File: src/rtl/flag_hazard_controller.sv
// Condition-code sequencer: owns the {C,V,N,Z} flag register, evaluates cond codes in
// stage 1 and holds issue while an older in-flight writer of a needed flag group exists.
module flag_hazard_controller #(
  parameter int LAT   = 3,
  parameter int CNT_W = 16
) (
  input  logic             clk,
  input  logic             reset,
  input  logic             issue_valid,
  input  logic [3:0]       issue_cond,
  input  logic [1:0]       issue_flagwrite,
  output logic             issue_ready,
  input  logic             flush,
  output logic             ex_valid,
  output logic             ex_condex,
  output logic             carry_in,
  input  logic [3:0]       commit_flags,
  output logic             wb_valid,
  output logic [1:0]       wb_flag_we,
  output logic [3:0]       flags,
  output logic [CNT_W-1:0] stall_count
);

  // Handshake: issue_valid & issue_ready (& !flush) accepts an instruction into s[1];
  // issue_ready never depends on issue_valid, only on issue_cond and the pipe contents.

  typedef struct packed {
    logic       valid;
    logic [3:0] cond;
    logic [1:0] fw;
    logic       condex;
  } stage_t;

  localparam logic [CNT_W-1:0] CNT_ONE = {{(CNT_W-1){1'b0}}, 1'b1};

  stage_t           r_s [1:LAT];
  logic [3:0]       r_flags;
  logic [CNT_W-1:0] r_stall_count;

  logic       w_ex_condex;
  logic [1:0] w_pend;
  logic [1:0] w_need;
  logic       w_accept;
  logic       w_wb_condex;
  logic [1:0] w_flag_we;
  logic       w_stall_inc;

  // Flags are packed {C,V,N,Z}.
  function automatic logic cond_pass(input logic [3:0] c, input logic [3:0] f);
    logic res;
    res = 1'b0;
    case (c)
      4'd0:    res = f[0];
      4'd1:    res = ~f[0];
      4'd2:    res = f[3];
      4'd3:    res = ~f[3];
      4'd4:    res = f[1];
      4'd5:    res = ~f[1];
      4'd6:    res = f[2];
      4'd7:    res = ~f[2];
      4'd8:    res = f[3] & ~f[0];
      4'd9:    res = ~f[3] | f[0];
      4'd10:   res = (f[1] == f[2]);
      4'd11:   res = (f[1] != f[2]);
      4'd12:   res = ~f[0] & (f[1] == f[2]);
      4'd13:   res = f[0] | (f[1] != f[2]);
      4'd14:   res = 1'b1;
      default: res = 1'b0;
    endcase
    return res;
  endfunction

  // Flag groups read by a cond code: [1] = {C,V}, [0] = {N,Z}.
  function automatic logic [1:0] cond_need(input logic [3:0] c);
    logic [1:0] res;
    res = 2'b00;
    case (c)
      4'd0, 4'd1, 4'd4, 4'd5:                   res = 2'b01;
      4'd2, 4'd3, 4'd6, 4'd7:                   res = 2'b10;
      4'd8, 4'd9, 4'd10, 4'd11, 4'd12, 4'd13:  res = 2'b11;
      default:                                  res = 2'b00;
    endcase
    return res;
  endfunction

  always_comb begin
    w_ex_condex = r_s[1].valid & cond_pass(r_s[1].cond, r_flags);
  end

  // s[LAT] is left out: its write lands at this edge, before the next s[1] evaluation.
  always_comb begin
    w_pend = 2'b00;
    for (int i = 1; i < LAT; i++) begin
      if (r_s[i].valid) begin
        w_pend = w_pend | r_s[i].fw;
      end
    end
  end

  always_comb begin
    w_need      = cond_need(issue_cond);
    issue_ready = ~|(w_need & w_pend);
    w_accept    = issue_valid & issue_ready & ~flush;
    w_stall_inc = issue_valid & ~issue_ready & ~flush;
  end

  // With LAT=1 the writer is still in s[1], so its live evaluation gates the write.
  always_comb begin
    w_wb_condex = (LAT == 1) ? w_ex_condex : r_s[LAT].condex;
    w_flag_we   = 2'b00;
    if (r_s[LAT].valid && !flush) begin
      w_flag_we = r_s[LAT].fw & {2{w_wb_condex}};
    end
  end

  always_ff @(posedge clk or posedge reset) begin
    if (reset) begin
      for (int i = 1; i <= LAT; i++) begin
        r_s[i] <= '0;
      end
      r_flags       <= 4'b0000;
      r_stall_count <= '0;
    end else begin
      r_s[1].valid  <= w_accept;
      r_s[1].cond   <= issue_cond;
      r_s[1].fw     <= issue_flagwrite;
      r_s[1].condex <= 1'b0;
      for (int i = 2; i <= LAT; i++) begin
        r_s[i].valid  <= r_s[i-1].valid & ~flush;
        r_s[i].cond   <= r_s[i-1].cond;
        r_s[i].fw     <= r_s[i-1].fw;
        r_s[i].condex <= (i == 2) ? w_ex_condex : r_s[i-1].condex;
      end
      if (w_flag_we[1]) begin
        r_flags[3:2] <= commit_flags[3:2];
      end
      if (w_flag_we[0]) begin
        r_flags[1:0] <= commit_flags[1:0];
      end
      if (w_stall_inc && (r_stall_count != '1)) begin
        r_stall_count <= r_stall_count + CNT_ONE;
      end
    end
  end

  assign ex_valid    = r_s[1].valid;
  assign ex_condex   = w_ex_condex;
  assign carry_in    = r_flags[3];
  assign wb_valid    = r_s[LAT].valid;
  assign wb_flag_we  = w_flag_we;
  assign flags       = r_flags;
  assign stall_count = r_stall_count;

endmodule

File: config.mk
export PLATFORM = sky130hd
export DESIGN_NAME = flag_hazard_controller
export DESIGN_NICKNAME = d
export VERILOG_FILES = /design/src/rtl/flag_hazard_controller.sv
export SDC_FILE = /design/constraint.sdc
export NUM_CORES = 1
export LEC_CHECK = 0
export ABC_CLOCK_PERIOD_IN_PS = 2800
export CORE_MARGIN = 2
export CORE_UTILIZATION = 35
export CTS_CLUSTER_SIZE = 24
export DETAILED_ROUTE_END_ITERATION = 10
export GPL_TIMING_DRIVEN = 0
export MAX_ROUTING_LAYER = met4
export SETUP_SLACK_MARGIN = 0.15
export SLEW_MARGIN = 0
export SYNTH_ARGS = -nofsm -noshare
export SYNTH_HDL_FRONTEND = slang
export SYNTH_SLANG_ARGS = --single-unit
File: constraint.sdc
create_clock -name clk -period 2.8 [get_ports clk]
set_input_delay 0.42 -clock clk [delete_from_list [all_inputs] [get_ports clk]]
set_output_delay 0.42 -clock clk [all_outputs]
set_load 0.05 [all_outputs]
# Word level (Yosys, flattened, before mapping)
# Memory sizes are Yosys's and may differ from the RTL's.
# Cells that the tools add are included.
[word_totals]
out_inout_bits = 27
mem_bits_ro = 32
memories = 1
ff_bits = 35
wordCells = 60
[classes]
add_sub_neg = 1
n_reduce_logical = 6
eq_ne = 17
bitwise_logic = 19
n_mux = 4
[memory_table]
columns = ["memory", "depth", "width", "rd", "rd_clocked_by_memory_dff", "wr", "line_no", "text"]
rows = [
  ["(no name shown)", 16, 2, 1, 0, 0, "77", "case (c)"],
]
[op_table]
columns = ["operator", "n"]
rows = [
  ["4-bit == test (second input constant)", 7],
  ["16-bit by 1-bit adder with 16-bit output (second input constant)", 1],
  ["4-bit by 3-bit == test with 1-bit output (second input constant)", 4],
  ["16-bit inequality test (second input constant)", 1],
  ["1-bit case mux with 15 select lines", 1],
  ["1-bit bitwise AND", 9],
  ["4-bit by 2-bit == test with 1-bit output (second input constant)", 2],
  ["2-bit two-way mux", 3],
  ["1-bit NOT", 5],
  ["2-bit bitwise AND", 2],
  ["4-bit by 1-bit == test with 1-bit output (second input constant)", 1],
  ["4-bit zero test", 1],
  ["1-bit logical AND", 2],
  ["1-bit zero test", 2],
  ["1-bit OR", 2],
  ["2-bit OR", 1],
  ["2-bit OR reduction", 1],
  ["1-bit == test", 1],
  ["1-bit inequality test", 1],
]

# Logic depth before layout (Yosys ltp)
[logic_depth]
ltp_word = 8
ltp_mapped = 7
ltp_nobuf = 6

# Worst setup path before layout
# OpenSTA, ideal clock, no wires.
[synth_path]
path_type = "reg2out"
startpoint = "reg r_flags[2], in the netlist flags[2]"
endpoint = "out ex_condex"
required_time_ns = 2.380
stages_incl_launch_ff = 6
arrival_time_ns = 1.757
path_buffers = 0
slack_ns = 0.623
path_cell_list = "dfrtp_1 -> inv_1 -> a21oi_1 -> o311a_1 -> nor3_1 -> a311o_1"
[synth_between]
elab_chain_cells = 4
elab_cells_between_ends = 7
classes_between = "eq/ne: 2; mux: 1; bitwise: 4"
[synth_rtl]
columns = ["item", "line_no", "text"]
rows = [
  ["from (decl)", "37", "logic [3:0] r_flags;"],
  ["from (signal assigned)", "135", "r_flags[3:2] <= commit_flags[3:2];"],
  ["1-bit inequality test / 1-bit == test (equally long branches)", "n/a", ""],
  ["1-bit OR / 1-bit bitwise AND (equally long branches)", "66, 65", ""],
  ["1-bit case mux with 15 select lines *", "52", "case (c)"],
  ["1-bit bitwise AND *", "87", "w_ex_condex = r_s[1].valid & cond_pass(r_s[1].cond, r_flags);"],
  ["to (decl)", "15", "output logic ex_condex,"],
]
# Mark *: on every way between the ends. The rest lies on a longest branch, timed or not.

# Worst setup path after layout
[layout_path]
startpoint = "in flush"
endpoint = "out wb_flag_we[1]"
[layout_between]
elab_chain_cells = 3
[layout_rtl]
columns = ["item", "line_no", "text"]
rows = [
  ["from (decl)", "13", "input logic flush,"],
  ["1-bit zero test", "111", "if (r_s[LAT].valid && !flush) begin"],
  ["1-bit logical AND", "111", ""],
  ["2-bit two-way mux", "111", ""],
  ["to (decl)", "19", "output logic [1:0] wb_flag_we,"],
]
# No other way between the ends.

==> impl_metrics.toml <==
[drt]
routed_wl_mm = 3.34
route.vias.total = 1241
drc = 0
dr.first_iter.drc_count = 50
post_drt_wl_per_cell_um = 13.6
dr.pass1.iters = 4
postRouteAntennaNets = 0
viasPerCell = 5.04

[sta]
fin_crit_ns = 2.54
hold_viol = 0
finalMaxSlewViolations = 0
max_slew_margin_pct = 52.7
rsz0062_at_grt = "false"
tightest_slew_ns = 0.708
fin_worst_skew_ns = 0.00661
finalCritPeriodShare_pct = 90.6
setup-violations-final = 0
fmax_mhz = 394

[setup_path]
crit-reg2reg-capture = "stall_count[4]"
cp-end-kind = "primary output"
worstPathCellList = "clkdlybuf4s50_1 -> nor2_1 -> nand2_1 -> inv_1 -> clkdlybuf4s50_1"
critPathMaxFanout = 4
cpMostUsedCell = "clkdlybuf4s50_1"
critPathKind = "primary input to primary output"
ff2ff_setup_slack_ns = 1.06
crit_arrival_ns = 2.12
ff2ff_path_depth = 7
cp_top_family = "buffers and inverters"
worstPathRequired_ns = 2.38
crit_slowest_cell = "clkdlybuf4s50_1"
timing.rr.start = "stall_count[0]"
path_buf_inv = 3
cp-start-kind = "primary input"
worst_path_largest_cell_delay_ns = 0.80

[finish]
final_core_util_pct = 50.1
drive_gt1_share_pct = 12.4
layout.nets = 208
syn_to_final_growth_pct = 35.5
antennaDiodeCount = 0
stdcell_count = 246

[grt]
antenna_found_initial = 0
grt_start_max_net_pins = 36
grt_overflow_total = 0
grt_pass1_wl_mm = 5.59
grt.total_usage_pct = 14.4
grt_pass1_vias = 1211

[floorplanning]
die_width_um = 72.3
core_area_um2 = 4410
initial_core_util_pct = 37.0
chipHeight_um = 72.3
pin_count = 41
die_area_um2 = 5230
num_rows = 24

[hold_path]
whs_endpoint = "w_wb_condex"
min_path_type = "flip-flop to flip-flop"
min_path_cells = 0
worstHoldStart = "r_s[8]"

[yosys]
synth-edff-count = 0
yosys.area.top_type_share_pct = 53.6
synth_area_leaders = "dfrtp_1 (54%), xnor2_1 (6.4%), nand2_1 (3.2%)"
netlist_area_um2 = 1630
synth_cell_types = 40
ys_seq_elements = 35
ys_seq_area_share_pct = 53.6
yosys-top-cells-count = "dfrtp_1 (35), nand2_1 (14), xnor2_1 (12)"
yosysMostFrequentCell = "dfrtp_1"
synthArstFlopShare_pct = 100
ys.flop_type = "dfrtp_1"
syn_avg_cell_area_um2 = 11.2
yosysWarningCount = 0
yosys.area.top_type = "dfrtp_1"
synthCells = 146
synth_nets = 161

[placement]
port-buffer-count = 40
hpwl_mm = 2.52
dp.cells = 238
gp_congestion = 0.794

[clock_network]
cts_tree = "built"
cts.repair.resized = 2
clkSlewWorstSetupHoldPaths_ns = 0.07
insertion_delay_ns = 0.28
root_buffer = "clkbuf_8"
postCtsSetupBuffers = 0
cts_buffer_depth = 2
clock-sinks = 35
cts-hold-fix-buffers = 0
cts_buffers = 5
htreeDepth = 2

[flow_run]
drv_cap = 0

[pwr]
power.leakage_nw = 1.01
internal-power_mw = 0.933
p_clk_share_pct = 34.9
p_sw_mw = 0.373
p_sw_share_pct = 28.6
p_seq_share_pct = 44.4
peakVddDrop_mv = 0.452
combPwrFrac_pct = 20.6
p_per_area_nw_per_um2 = 590

[run_status]
status = "completed"
## final cells by class
class	instances	area, µm²
Timing Repair Buffer	40	397
Tap cell	52	65.1
Fill cell	389	2200
Multi-Input combinational cell	100	704
Inverter	6	22.5
Clock buffer	6	82.6
Clock inverter	2	35.0
Buffer	5	31.3
Sequential cell	35	876
## worst max-delay path by stage
stage / startpoint / endpoint / slack [ns] / depth (start not counted)
5_1_grt: flush / wb_flag_we[1] / 0.15 / 5
4_1_cts: r_s[22] / ex_condex / 0.19 / 6
6_report: flush / wb_flag_we[1] / 0.26 / 5
3_3_place_gp: issue_cond[1] / issue_ready / -0.005 / 5
3_5_place_dp: issue_cond[1] / issue_ready / -0.01 / 5
2_1_floorplan: flags[2] / ex_condex / 0.62 / 5
## state kept, by name (all words and copies together) (netlist names)
register / count
flags: 4
wb_valid: 1
w_wb_condex: 1
r_s: 12
ex_valid: 1
stall_count: 16
## worst reg2reg max path: stages (launching register included)
cell,delay [ns]
dfrtp_1,0.42
ha_1,0.25
and4_1,0.27
nand4_1,0.09
and3_4,0.20
buf_6,0.14
nand4_2,0.11
xnor2_1,0.14
## cells by family (layout without fill, tap and decap cells)
group / count (synthesis) / in the layout / share of synthesized area, %
AND/OR/NAND/NOR: 60 / 60 / 22.2
adder cells (fa/ha/maj): 1 / 1 / 0.766
AO/OA/AOI/OAI: 17 / 17 / 7.66
flip-flops: 35 / 35 / 53.6
XOR/XNOR: 17 / 17 / 9.11
buffers and inverters: 11 / 59 / 3.29
multiplexers: 5 / 5 / 3.37
## metal layers
metal  vias up  GRT usage [%]  share of wire (%)
li1        608              -                  -
met1       603           16.9                 45
met2        25           23.8                 50
met3         5           3.47                4.1
met4         0           5.66                1.4
met5         -              -                  0
## layout by cell type, fill, tap and decap left out, drive strengths merged, types with 5 or more instances in the layout
master | netlist | routed
nor2 | 7 | 7
clkdlybuf4s50 | 0 | 37
and3 | 5 | 5
nand2 | 14 | 14
inv | 6 | 6
and4 | 5 | 5
dfrtp | 35 | 35
clkbuf | 2 | 9
xnor2 | 12 | 12
xor2 | 5 | 5
nand3 | 8 | 8
## power groups by stage
stage	clock network [mW]	registers, mW	logic, mW
2_1_floorplan	0	0.672	0.0895
3_3_place_gp	0	0.587	0.271
3_5_place_dp	0	0.589	0.273
4_1_cts	0.473	0.580	0.273
5_1_grt	0.497	0.587	0.286
6_report	0.456	0.581	0.270
## per-stage QoR
stage	setup TNS, ns	power (mW)	instance area [µm²]	setup slack (ns)	hold slack [ns]
after floorplan	0	0.761	1630	0.623	0.331
after global placement	-0.00469	0.857	2100	-0.00469	0.339
after detailed placement	-0.0106	0.862	2100	-0.0106	0.337
after CTS	0	1.33	2210	0.189	0.354
after global routing	0	1.37	2210	0.153	0.361
final	0	1.31	2210	0.262	0.351
No activity file was read; power rests on OpenSTA's default activity.
